## config.mk

```make
export PLATFORM = sky130hd
export DESIGN_NAME = source_arbiter
export DESIGN_NICKNAME = d
export VERILOG_FILES = /design/src/rtl/source_arbiter_pkg.sv /design/src/rtl/source_arbiter_rr_pick.sv /design/src/rtl/source_arbiter.sv
export SDC_FILE = /design/constraint.sdc
export NUM_CORES = 1
export LEC_CHECK = 0
export ABC_AREA = 1
export CORE_MARGIN = 5
export CORE_UTILIZATION = 52
export DETAILED_ROUTE_END_ITERATION = 7
export PLACE_DENSITY = 0.81
export SYNTH_ARGS = -nofsm -noshare
export SYNTH_HDL_FRONTEND = slang
export SYNTH_SLANG_ARGS = --single-unit
```

## constraint.sdc

```tcl
create_clock -name clk -period 2.9 [get_ports clk]
set_clock_uncertainty 0.05 [all_clocks]
set_input_delay 0.58 -clock clk [delete_from_list [all_inputs] [get_ports clk]]
set_output_delay 0.58 -clock clk [all_outputs]
set_load 0.03 [all_outputs]
```

## src/rtl/source_arbiter_pkg.sv

```systemverilog
// Shared source/tag constants and arbiter FSM encoding.
// The framer imports the tag map from here as well.
package source_arbiter_pkg;

    localparam int SRC_N     = 5;
    localparam int SRC_TAG_W = 3;

    localparam int IDX_DIN   = 0;
    localparam int IDX_ADC0  = 1;
    localparam int IDX_ADC1  = 2;
    localparam int IDX_CADC0 = 3;
    localparam int IDX_CADC1 = 4;

    // Tag 0 is reserved for the frame marker.
    localparam logic [SRC_TAG_W-1:0] TAG_MARK  = 3'd0;
    localparam logic [SRC_TAG_W-1:0] TAG_DIN   = 3'd1;
    localparam logic [SRC_TAG_W-1:0] TAG_ADC0  = 3'd2;
    localparam logic [SRC_TAG_W-1:0] TAG_ADC1  = 3'd3;
    localparam logic [SRC_TAG_W-1:0] TAG_CADC0 = 3'd4;
    localparam logic [SRC_TAG_W-1:0] TAG_CADC1 = 3'd5;

    typedef enum logic [1:0] {
        IDLE  = 2'd0,
        OFFER = 2'd1,
        BUSY  = 2'd2
    } arb_state_t;

endpackage

```

## src/rtl/source_arbiter_rr_pick.sv

```systemverilog
// Masked round-robin search: first set req bit at or above ptr,
// wrapping from N-1 back to 0.
module rr_pick #(
    parameter int N  = 5,
    parameter int IW = $clog2(N)
) (
    input  logic [N-1:0]  req,
    input  logic [IW-1:0] ptr,
    output logic [N-1:0]  onehot,
    output logic [IW-1:0] idx
);

    always_comb begin
        logic          found;
        logic [IW:0]   s;
        logic [IW-1:0] j;
        found  = 1'b0;
        s      = '0;
        j      = '0;
        onehot = '0;
        idx    = '0;
        for (int k = 0; k < N; k++) begin
            s = {1'b0, ptr} + (IW+1)'(k);
            if (s >= (IW+1)'(N))
                s = s - (IW+1)'(N);
            j = s[IW-1:0];
            if (!found && req[j]) begin
                found     = 1'b1;
                onehot[j] = 1'b1;
                idx       = j;
            end
        end
    end

endmodule

```

## src/rtl/source_arbiter.sv

```systemverilog
// Two-class round-robin source scheduler with bounded bursts
// feeding the packet framer one grant at a time.
module source_arbiter
    import source_arbiter_pkg::*;
#(
    parameter int N_SRC     = SRC_N,
    parameter int MAX_BURST = 4,
    parameter int TAG_W     = SRC_TAG_W
) (
    input  logic             clk,
    input  logic             rst,
    input  logic [N_SRC-1:0] em,
    input  logic [N_SRC-1:0] en_mask,
    input  logic [N_SRC-1:0] hi_mask,
    output logic             gnt_valid,
    output logic [TAG_W-1:0] gnt_tag,
    output logic [N_SRC-1:0] gnt_onehot,
    input  logic             gnt_ack,
    input  logic             done,
    output logic             busy,
    output logic [15:0]      grant_cnt
);

    localparam int IW = $clog2(N_SRC);
    localparam int BW = 4;

    arb_state_t    state;
    logic [IW-1:0] rr_ptr;
    logic [IW-1:0] cur_idx;
    logic [BW-1:0] burst_cnt;

    logic [N_SRC-1:0] elig;
    logic [N_SRC-1:0] hi_req;
    logic [N_SRC-1:0] hi_oh;
    logic [N_SRC-1:0] all_oh;
    logic [N_SRC-1:0] win_oh;
    logic [IW-1:0]    hi_idx;
    logic [IW-1:0]    all_idx;
    logic [IW-1:0]    win_idx;
    logic [IW-1:0]    next_ptr;
    logic             hi_any;
    logic             may_burst;

    assign elig   = ~em & en_mask;
    assign hi_req = elig & hi_mask;
    assign hi_any = |hi_req;

    rr_pick #(.N(N_SRC), .IW(IW)) u_pick_hi (
        .req    (hi_req),
        .ptr    (rr_ptr),
        .onehot (hi_oh),
        .idx    (hi_idx)
    );

    rr_pick #(.N(N_SRC), .IW(IW)) u_pick_all (
        .req    (elig),
        .ptr    (rr_ptr),
        .onehot (all_oh),
        .idx    (all_idx)
    );

    assign win_oh  = hi_any ? hi_oh  : all_oh;
    assign win_idx = hi_any ? hi_idx : all_idx;

    assign next_ptr = (cur_idx == IW'(N_SRC-1))
                    ? '0 : cur_idx + IW'(1);

    // A low-class holder yields as soon as any high-class source waits.
    assign may_burst = elig[cur_idx]
                     && (burst_cnt < BW'(MAX_BURST-1))
                     && !(!hi_mask[cur_idx] && hi_any);

    always_ff @(posedge clk) begin
        if (rst) begin
            state      <= IDLE;
            gnt_valid  <= 1'b0;
            gnt_tag    <= '0;
            gnt_onehot <= '0;
            busy       <= 1'b0;
            grant_cnt  <= '0;
            rr_ptr     <= '0;
            burst_cnt  <= '0;
            cur_idx    <= '0;
        end else begin
            unique case (state)
                IDLE: begin
                    if (|elig) begin
                        state      <= OFFER;
                        gnt_valid  <= 1'b1;
                        gnt_tag    <= TAG_W'(win_idx) + TAG_W'(1);
                        gnt_onehot <= win_oh;
                        cur_idx    <= win_idx;
                    end
                end
                OFFER: begin
                    if (gnt_ack) begin
                        state     <= BUSY;
                        gnt_valid <= 1'b0;
                        busy      <= 1'b1;
                        grant_cnt <= grant_cnt + 16'd1;
                    end
                end
                BUSY: begin
                    if (done) begin
                        busy <= 1'b0;
                        if (may_burst) begin
                            state     <= OFFER;
                            gnt_valid <= 1'b1;
                            burst_cnt <= burst_cnt + BW'(1);
                        end else begin
                            state     <= IDLE;
                            rr_ptr    <= next_ptr;
                            burst_cnt <= '0;
                        end
                    end
                end
                default: state <= IDLE;
            endcase
        end
    end

endmodule

```

==> metrics.yaml <==
post-layout-total-power_mw: 2.269
routed_wirelength_um: 13890
yosysSeqAreaShare_pct: 20.09
initial_drt_pass_iterations: 5
drt.antenna.violating_nets: 0
timing.critical_path.from_type: "register"
critical_path.slowest_cell: "dfxtp_4"
critical_path_peak_fanout: 7
antenna_found_initial: 0
grt_util_all_layers_pct: 30.18
post-route-cell-area_sq_um: 5695
failed_checks: "setup timing"
timing.critical_path.buf_inv: 6
worst-slew-pin-transition_ns: 0.4896
tritoncts_sink_count: 38
fin_hold_ws_ns: 0.4018
place.gp.congestion: 1.006
placement.cell_area_sq_um: 5122
worst_hold_path_depth: 2
pin_count_of_the_biggest_net_entering_global_routing: 23
grt_pass1_vias: 4773
cts_buffers: 5
dp_hpwl_um: 10380
post_drt_via_cell_ratio: 5.507
worst_ep_arrival_time_ns: 3.11
maxSlewHeadroom_pct: 67.32
placementRows: 31
timing.final.ws_setup_ns: -0.06506
fin_cells: 908
ff2ff_path_depth: 24
min_path_type: "reg -> reg"
floorplan.die.height_um: 95.33
timing.critical_path.cells: "inv_8, ha_4, inv_2, fa_2, clkinv_4, nand2_8, nand3_4, nand2_8, nor2_4, nand2_1, nand2_1, a21boi_2, nand3_2, inv_2, nand2_1, nand2_1, nand4_1, nand2_1, inv_2, ha_4, mux2i_1, nand2_1, inv_1, nor2_1"
avgSynthCellArea_sq_um: 5.780
finalCritPeriodShare_pct: 102.2
design.die.area_sq_um: 9088
insertion_delay_ns: 0.29
post-place-cells: 886
vias: 5000
synthToLayoutAreaGrowth_pct: 50.43
die_width_um: 95.33
layout-drive-gt1-share_pct: 29.05
io_pins: 45
place.port_buffers: 44
synth_async_sr_flop_share_pct: 0
route.detailed.drc: 0
final_net_count: 841
slew_violations: 0
reg2reg_slack_ns: -0.07
core_area_sq_um: 7176
syn-num-nets: 688
yosys_warnings: 0
antennaDiodeCount: 0
period_minus_slack_ns: 2.965
clock_path_buffers: 2
rsz0062_at_grt: "true"
drv.max_cap_violation_count: 0
postSynthRegisterBits: 38
floorplan.initialDensity_pct: 52.76
critical_path.max_stage_delay_ns: 0.37
p_leak_nw: 2.642
cts_hold_repair.buffers: 0
postSynthCellCount: 655
setup.worst_path.end_class: "register"
timing.setup.critical_path_class: "reg -> reg"
netlist-cell-type-count: 41
worst_path_dominant_cell_family: "simple AND/OR/NAND/NOR gates"
dr.first_iter.drc_count: 502
synth_edf_count: 0
clkSlewWorstSetupHoldPaths_ns: 0.08
primary_flip_flop_cell_chosen_by_synthesis_mapping: "dfxtp_1"
grt_pass1_wl_um: 21700
status: "finished, violations left"
finalHoldViolations: 0
root_buffer_selected_by_cts: "clkbuf_8"
cp_data_required_time_ns: 3.04
wl_per_cell_um: 15.30
grt.overflow.total: 0
power-per-cell-area_nw_per_um2: 398.4
cts_htree_levels: 2
syn_area_sq_um: 3786
peakVddDrop_uv: 543.0
setup_viol_count_final: 1
clock.fmax_mhz: 337.3
layout.filler_cells: 517
clock_tree_from_tritoncts: "yes"
cp_common_cell: "nand2_1"
timing.critical_path.depth: 24
-- power breakdown --
group | switching, mW | internal (mW) | total, mW
logic | 0.663 | 0.478 | 1.14
registers | 0.0359 | 0.558 | 0.594
clock network | 0.190 | 0.345 | 0.534
total | 0.889 | 1.38 | 2.27
-- layer usage --
layer	wire (um)	up-vias	GRT usage, %
li1	-	2426	-
met5	0	-	0
met4	692	0	16.11
met1	5368	2275	34.60
met2	6879	239	53.59
met3	952	60	4.499
-- sequential cells by signal, indices dropped and copies added, names as in the netlist, 2 cells and up --
register	cells
burst_cnt	4
rr_ptr	3
gnt_onehot	5
cur_idx	3
state	2
grant_cnt	16
gnt_tag	3
-- worst register-to-register path: cells and delay by family, from the launching register on --
family / cells / cell delay (ns)
simple gates: 13 / 1.12
flops: 1 / 0.37
buf+inv: 6 / 0.41
mux: 1 / 0.12
compound gates: 1 / 0.17
fa+ha+maj: 3 / 0.63
-- kinds of logic (layout without fill, tap and decap cells) --
kind of cell | Yosys count | count (layout) | synth area share (%)
simple gates | 429 | 429 | 52.78
buf+inv | 93 | 247 | 9.716
compound gates | 73 | 73 | 10.48
flops | 38 | 38 | 20.09
fa+ha+maj | 14 | 14 | 4.825
xor+xnor | 6 | 6 | 1.586
mux | 2 | 2 | 0.5288
-- synth_stat cells, types with 4 or more instances --
master	instances	area [sq um]
nor2_1	76	285.3
clkbuf_1	6	22.52
xor2_1	4	35.03
nand2_4	5	56.30
dfxtp_1	38	760.7
nand2_2	14	87.58
nor3_1	16	80.08
nor2_2	5	31.28
nand3_1	66	330.3
nor2_4	5	56.30
inv_1	73	274.0
inv_2	10	37.54
nand4_1	17	106.4
nand2_1	206	773.2
o21ai_0	28	140.1
nand3_2	8	80.08
a21oi_1	32	160.2
ha_1	13	162.7
-- per-stage QoR --
stage                 TNS, ns  setup WS [ns]  util (%)
finish               -0.06506       -0.06506     79.37
detailed placement     -1.828        -0.3473     71.39
global placement       -1.031        -0.2939     71.39
floorplan                   0       0.001197         -
CTS                 -0.005127      -0.005127     75.33
global route          -0.8264        -0.2755     79.37
-- layout by cell type (no fill, tap or decap), drive strengths merged, types with 2 or more instances in the layout --
cell / n
clkdlybuf4s50: 44
ha: 13
nor3: 16
nand2: 225
a211oi: 3
nand3: 75
o21ai: 32
a21oi: 33
clkbuf: 5
buf: 111
nor3b: 3
nand3b: 2
nor2: 86
nand4: 19
mux2i: 2
clkinv: 2
dfxtp: 38
bufinv: 2
and3: 2
inv: 83
xor2: 5
-- path summary, 6_finish.rpt --
check	end	from
min	burst_cnt[3]	burst_cnt[3]
max	gnt_tag[2]	rr_ptr[0]
max reg2reg	gnt_tag[2]	rr_ptr[0]
min reg2reg	burst_cnt[3]	burst_cnt[3]
-- timing repair --
| action | in CTS | in global routing |
|---|---|---|
| setup endpoints to repair | 2 | 13 |
| pin swaps | 13 | 16 |
| buffers inserted | 8 | 6 |
| resized for setup | 22 | 54 |
-- cell type report --
cell class / count / area (sq um) / share of cell area, %
Sequential cell: 38 / 769.5 / 13.51
Timing Repair Buffer: 155 / 1294 / 22.72
Multi-Input combinational cell: 524 / 3038 / 53.34
Clock inverter: 3 / 68.82 / 1.208
Clock buffer: 5 / 68.82 / 1.208
Tap cell: 99 / 123.9 / 2.175
Inverter: 84 / 332.8 / 5.844
No activity file was read; power rests on OpenSTA's default activity.
